[src/rtl/npc_bpred.sv]
// Fetch-PC unit: PC register, next-PC priority mux, and optional bimodal BHT of
// 2-bit counters. Define NPC_BHT_EN to build the BHT; otherwise branches are
// statically predicted not-taken.
module npc_bpred #(
  parameter logic [31:0] RESET_PC  = 32'h0000_3000,
  parameter int          BHT_DEPTH = 64,
  localparam int         BHT_IDX_W = $clog2(BHT_DEPTH)
) (
  input  logic        clk,
  input  logic        reset,
  input  logic        stall,
  input  logic        if_is_branch,
  input  logic [31:0] if_offset,
  input  logic        if_is_jump,
  input  logic [25:0] if_imm26,
  input  logic        res_valid,
  input  logic [31:0] res_pc,
  input  logic        res_taken,
  input  logic        res_pred_taken,
  input  logic [31:0] res_target,
  input  logic        jr_valid,
  input  logic [31:0] jr_target,
  output logic [31:0] pc,
  output logic [31:0] pc_plus4,
  output logic        pred_taken,
  output logic        flush
);

  logic [31:0] pc_q, pc_d;
  logic        mispredict;
  logic [31:0] jr_tgt_al;
  logic [31:0] res_tgt_al;
  logic [31:0] res_fall;

  assign pc       = pc_q;
  assign pc_plus4 = pc_q + 32'd4;

  assign jr_tgt_al  = jr_target  & 32'hFFFF_FFFC;
  assign res_tgt_al = res_target & 32'hFFFF_FFFC;
  assign res_fall   = (res_pc & 32'hFFFF_FFFC) + 32'd4;

  assign mispredict = res_valid & (res_taken != res_pred_taken);
  assign flush      = ~reset & (jr_valid | mispredict);

`ifdef NPC_BHT_EN
  logic [1:0]           bht_q [BHT_DEPTH];
  logic [BHT_IDX_W-1:0] rd_idx;
  logic [BHT_IDX_W-1:0] wr_idx;

  assign rd_idx = pc_q[BHT_IDX_W+1:2];
  assign wr_idx = res_pc[BHT_IDX_W+1:2];

  // Lookup reads the registered counter, so a same-cycle update is not bypassed.
  assign pred_taken = if_is_branch & bht_q[rd_idx][1];

  always_ff @(posedge clk) begin
    if (reset) begin
      for (int i = 0; i < BHT_DEPTH; i++) bht_q[i] <= 2'b01;
    end else if (res_valid) begin
      if (res_taken) begin
        if (bht_q[wr_idx] != 2'b11) bht_q[wr_idx] <= bht_q[wr_idx] + 2'b01;
      end else begin
        if (bht_q[wr_idx] != 2'b00) bht_q[wr_idx] <= bht_q[wr_idx] - 2'b01;
      end
    end
  end
`else
  assign pred_taken = 1'b0;
`endif

  always_comb begin
    pc_d = pc_plus4;
    if (reset) begin
      pc_d = RESET_PC;
    end else if (jr_valid) begin
      pc_d = jr_tgt_al;
    end else if (mispredict) begin
      pc_d = res_taken ? res_tgt_al : res_fall;
    end else if (stall) begin
      pc_d = pc_q;
    end else if (if_is_jump) begin
      pc_d = {pc_plus4[31:28], if_imm26, 2'b00};
    end else if (pred_taken) begin
      pc_d = pc_plus4 + (if_offset << 2);
    end
  end

  always_ff @(posedge clk) begin
    pc_q <= pc_d;
  end

endmodule

[config.mk]
export PLATFORM = sky130hd
export DESIGN_NAME = npc_bpred
export DESIGN_NICKNAME = d
export VERILOG_FILES = /design/src/rtl/npc_bpred.sv
export SDC_FILE = /design/constraint.sdc
export NUM_CORES = 1
export LEC_CHECK = 0
export CAP_MARGIN = 20
export CORE_MARGIN = 8
export CORE_UTILIZATION = 30
export CTS_CLUSTER_DIAMETER = 80
export DETAILED_ROUTE_END_ITERATION = 7
export MAX_ROUTING_LAYER = met4
export PLACE_DENSITY = 0.68
export REMOVE_ABC_BUFFERS = 1
export SLEW_MARGIN = 25
export SYNTH_ARGS = -nofsm -noshare
export SYNTH_HDL_FRONTEND = slang
export SYNTH_SLANG_ARGS = --single-unit
[constraint.sdc]
create_clock -name clk -period 3.13 [get_ports clk]
set_clock_uncertainty 0.2 [all_clocks]
set_input_delay 0.4695 -clock clk [delete_from_list [all_inputs] [get_ports clk]]
set_output_delay 0.4695 -clock clk [all_outputs]
set_load 0.02 [all_outputs]
==> impl_metrics.env <==
export IMPL_yosys_area_top_type_share_pct=17.66
export IMPL_setup_viol_count_final=0
export IMPL_die_h_um=126.0
export IMPL_path_class="flip-flop to output pin"
export IMPL_fmax_mhz=329.0
export IMPL_holdCritPathClass="flip-flop to flip-flop"
export IMPL_place_area_um2=5921
export IMPL_crit_path_end_kind="output pin"
export IMPL_gr_usage_all_layers_pct=23.67
export IMPL_hold_buffers=0
export IMPL_critPathCapture="pc_plus4[29]"
export IMPL_area_growth_pct=69.30
export IMPL_clk_pin_slew_ns=0.06
export IMPL_die_w_um=126.0
export IMPL_hold_violations=0
export IMPL_htree_num_levels=2
export IMPL_fin_nets=875
export IMPL_cp_startpoint="pc[14]"
export IMPL_yosysWarnings=0
export IMPL_clockRootBuffer="clkbuf_16"
export IMPL_antenna_found_initial=0
export IMPL_synth_avg_cell_area_um2=7.254
export IMPL_ys_ff_latch=32
export IMPL_grt_max_degree=28
export IMPL_placementRows=40
export IMPL_multiInputGateArea_um2=2779
export IMPL_synth_edf_count=0
export IMPL_arrival_ns=2.37
export IMPL_vdd_drop_max_mv=0.1745
export IMPL_clockBufferDepth=2
export IMPL_layout_drive_gt1_share_pct=11.11
export IMPL_startpoint_type="flip-flop"
export IMPL_crit_fanout=6
export IMPL_cts_buffers=5
export IMPL_reg2reg_to="pc[8]"
export IMPL_routabilityCongestion=0.9215
export IMPL_fillCellCount=1192
export IMPL_dr_pass1_iters=7
export IMPL_slew_headroom_pct=62.99
export IMPL_rrSetupSlack_ns=0.65
export IMPL_netlist_top_cells_count="nand2_1 (50), xnor2_1 (37), dfxtp_1 (32), nor2_1 (32), nand3_1 (30)"
export IMPL_vias=4888
export IMPL_worst_slew_pin_slew_ns=0.5482
export IMPL_p_leak_uw=0.002415
export IMPL_cts_sinks=32
export IMPL_post_drt_wl_per_cell_um=22.22
export IMPL_grt_overflow=0
export IMPL_synthFlopType="dfxtp_1"
export IMPL_pin_count=229
export IMPL_die_area_um2=15870
export IMPL_reg2reg_from="pc[3]"
export IMPL_synth_distinct_cells=71
export IMPL_synthArstFlopShare_pct=0
export IMPL_required_ns=2.46
export IMPL_maxSlewViolCount=0
export IMPL_dp_hpwl_mm=15.25
export IMPL_drt_initial_drc_count=427
export IMPL_p_per_area_nw_per_um2=317.0
export IMPL_reg2reg_depth=8
export IMPL_core_area_um2=11910
export IMPL_routed_wl_mm=19.07
export IMPL_antenna_cells=0
export IMPL_ant_nets=0
export IMPL_insertion_delay_ns=0.28
export IMPL_start_util_pct=30.45
export IMPL_setup_ws_ns=0.09033
export IMPL_grt_pass1_wl_mm=28.99
export IMPL_period_needed_ns=3.040
export IMPL_stdcell_area_um2=6141
export IMPL_grt_pass1_vias=4982
export IMPL_syn_area_um2=3627
export IMPL_synth_most_common_cell="nand2_1"
export IMPL_fin_util_pct=51.55
export IMPL_regArea_um2=640.6
export IMPL_p_total_uw=1947
export IMPL_port_buffers=188
export IMPL_synth_seq_area_share_pct=17.66
export IMPL_drc_errors=0
export IMPL_vias_per_cell=5.697
export IMPL_yosysTopAreaCell="dfxtp_1"
export IMPL_period_share_pct=97.11
export IMPL_synth_area_top_cells="dfxtp_1 (18%), xnor2_1 (8.9%), nand2_1 (5.2%)"
export IMPL_status="finished, final reports clean"
export IMPL_cap_viol_max_count=0
export IMPL_dp_slack_ns=0.1423
export IMPL_syn_inst=500
export IMPL_largest_reg_flops=32
export IMPL_cts_tree="built"
## what timing repair did
action                     in CTS  in global routing
setup endpoints to repair       9                 10
setup buffers                   0                  0
gates resized for setup        10                 11
## layout by cell type, fill, tap and decap left out, types with 7 or more instances in the layout
cell type        count
a31oi_1              7
xnor2_1             36
xor2_1              16
nor2_1              31
nand3_1             30
a211oi_1             8
a21oi_1             22
buf_4               51
o21ai_0             20
dfxtp_1             32
and4_1               7
inv_1               16
nand2_1             50
mux2i_1             13
nor4_1               9
nand2b_1            10
dlymetal6s2s_1       9
o211ai_1            21
clkdlybuf4s50_1    172
nand4_1             17
nor3_1              16
## report_power, final
group          internal (uW)  switching, uW  total (uW)  leakage [uW]
logic                    420            426         846       0.00206
registers                443           37.9         481      0.000265
clock network            420            200         620     0.0000901
## layout make-up
cell class | instances | area share [%]
Clock buffer | 7 | 2.486
Clock inverter | 1 | 0.4890
Inverter | 16 | 0.9780
Sequential cell | 32 | 10.43
Timing Repair Buffer | 240 | 37.37
Tap cell | 147 | 2.995
Multi-Input combinational cell | 415 | 45.25
## through the flow
| step | hold WS (ns) | TNS (ns) | instances |
|---|---|---|---|
| after floorplan | 0.3386 | 0 | 463 |
| after global placement | 0.2762 | 0 | 850 |
| after detailed placement | 0.2865 | 0 | 850 |
| after CTS | 0.2943 | 0 | 858 |
| after global routing | 0.3199 | -0.01783 | 858 |
| final | 0.2928 | 0 | 858 |
## how the worst min path moves through the flow
stage | startpoint | end | slack, ns | cells after the start
4_1_cts | pc[0] | pc[0] | 0.29 | 1
3_3_place_gp | pc[5] | pc[5] | 0.28 | 2
6_report | pc[0] | pc[0] | 0.29 | 1
3_5_place_dp | pc[0] | pc[0] | 0.29 | 1
5_1_grt | pc[0] | pc[0] | 0.32 | 1
2_1_floorplan | reset | pc[31] | 0.34 | 1
## per-layer routing
metal,track usage (%),wire length [um],up-vias
li1,-,-,2303
met5,-,0,-
met3,4.346,1212,27
met4,7.360,423,0
met2,38.86,9236,211
met1,28.84,8192,2347
## logic make-up after synthesis
kind of cell    count (synthesis)  synth area share (%)
simple gates                  211                 32.53
compound gates                134                 25.98
xor+xnor                       53                 12.80
buf+inv                        53                 6.347
flops                          32                 17.66
mux                            14                 3.898
fa+ha+maj                       2                0.6898
other cells                     1                0.1034
## critical path, cell delays in order, from the launching register on
cell	delay (ns)
dfxtp_1	0.34
and4_2	0.34
and4_1	0.26
nand3_2	0.19
nor2_2	0.19
xor2_1	0.15
clkdlybuf4s50_1	0.62
Power figures use the tool's default switching activity.
==> RTL change: new RTL, same settings <==
Register the inputs `if_offset`, `res_target` and `jr_target` before use. The logic sees them one clock later. The other inputs are not delayed to match.
--- a/src/rtl/npc_bpred.sv
+++ b/src/rtl/npc_bpred.sv
@@ -28,2 +28,12 @@
 
+  logic [31:0] if_offset_q;
+  logic [31:0] res_target_q;
+  logic [31:0] jr_target_q;
+
+  always_ff @(posedge clk) begin
+    if_offset_q  <= if_offset;
+    res_target_q <= res_target;
+    jr_target_q  <= jr_target;
+  end
+
   logic [31:0] pc_q, pc_d;
@@ -37,4 +47,4 @@
 
-  assign jr_tgt_al  = jr_target  & 32'hFFFF_FFFC;
-  assign res_tgt_al = res_target & 32'hFFFF_FFFC;
+  assign jr_tgt_al  = jr_target_q & 32'hFFFF_FFFC;
+  assign res_tgt_al = res_target_q & 32'hFFFF_FFFC;
   assign res_fall   = (res_pc & 32'hFFFF_FFFC) + 32'd4;
@@ -83,3 +93,3 @@
     end else if (pred_taken) begin
-      pc_d = pc_plus4 + (if_offset << 2);
+      pc_d = pc_plus4 + (if_offset_q << 2);
     end
Behaviour: not the same (a bounded check fails within 4 cycles, from zero or initial values and one cycle with reset high).
==> RTL change against the original RTL <==
Total power increased by 72%; sequential cell count increased by 60; worst setup slack got worse by 0.011 ns; design area increased by 21%; synthesized area increased by 32%; sequential power increased to 2.7 times the old value; routed wire length increased by 4.6%; critical path type is now input port to output port; largest power group is now sequential cells.
==> RTL change: results (changes against the original RTL) <==
The post-layout minimum cycle time came out at 3.05 ns (+0.0108 ns). The mux contribution to synthesized area was 1.49% (-2.4 points). The worst setup slack for register-to-register paths was 0.86 ns (+0.21 ns). The run finished with clean final reports. The startpoint of the worst hold path is jr_target_q[12]. The final hold slack is 0.271 ns (-0.0217 ns). The deepest level of the CTS H-tree came out at 3 (+1). The detailed-routing iteration count for the pre-antenna-repair pass is 5 (-2). The fraction of the mapped netlist area in compound gates was 20.8% (-5.2 points).

The measured slew at the worst slew-check pin was 0.548 ns (-0.000527 ns). The number of inserted filler cells in the final layout is 1,561 (+31%). Ranked by total cell area, the synthesized netlist is headed by dfxtp_1 (38%), xnor2_1 (5.5%), nand2_1 (4.5%). The number of antenna violations at the first check in global routing is 1 (+1). For hold timing, the worst endpoint is pc[12]. The final design utilization is 47.3% (-4.3 points). The beginning of the critical path is res_taken.

The source-to-sink clock delay at the later pin of the worst-skew pair is 0.36 ns (+0.08 ns). The iteration-0 DRC count of the detailed router is 514 (+20%). The peak supply drop is 0.269 mV (+54%). The wire length of the first global-routing pass was 29,300 um (+1.1%).

The total net switching power came to 997 uW (+50%). The xor-xnor portion of the synthesized cell area came out at 9.66% (-3.1 points). The count of placed standard cells in the final layout, fillers left out was 991 (+16%). The net count reported at finish came out at 934 (+6.7%). The reg-to-reg endpoint is pc[24]. The area share of fa/ha/maj cells after synthesis is 0.522% (-0.17 points).

The combinational power share is 24.8% (-19 points). Sorting the synthesized cells by how often they occur yields dfxtp_1 (92), nand2_1 (58), nor2_1 (50), xnor2_1 (30), o21ai_0 (28). The final estimated routing congestion in global placement is 0.868 (-5.8%). The clock buffer count from CTS came out at 9 (+4). In this design, the largest share of critical-path delay is due to buffers and inverters. The maximum cell stage delay along the critical path came out at 0.66 ns (+0.04 ns). The global-route total usage across every layer was 19.8% (-3.9 points). The power density of the placed cells was 450 mW/mm2 (+42%). The setup slack after placement came out at 0.0853 ns (-0.0570 ns). The peak fanout along the critical path is 4 (-2).
RTL change: cell count changes after synthesis, sizes merged, moves of 5 or more:
cell    unedited run  this run
dfxtp             32        92
nor2              32        51
o21ai             21        33
o211ai            21        10
nand2             50        59
inv               16         8
mux2i             13         6
xnor2             37        31
a211oi             8        13
a21oi             22        27
a22oi              5         0
clkbuf            23        18
nor4              11         6
xor2              16        21
RTL change: repair_timing:
action / in CTS / in global routing
gates cloned: 0 / 0
setup endpoints to repair: 13 / 6
pin swaps: 0 / 1
resized for setup: 19 / 6
RTL change: cell type report:
cell class	instances	area share, %
multi-input cells	423	37.2
repair buffers	232	29.6
flip-flops and latches	92	24.7
well taps	216	3.62
clock buffers	9	3.02
clock inverters	7	1.36
inverters	11	0.554
diodes	1	0.0335
RTL change: routing by layer:
layer / GRT usage [%] / share of wire, %
met5: - / 0
met4: 7.44 / 2.7
met3: 3.92 / 6.2
met2: 31.6 / 47
met1: 24.3 / 44
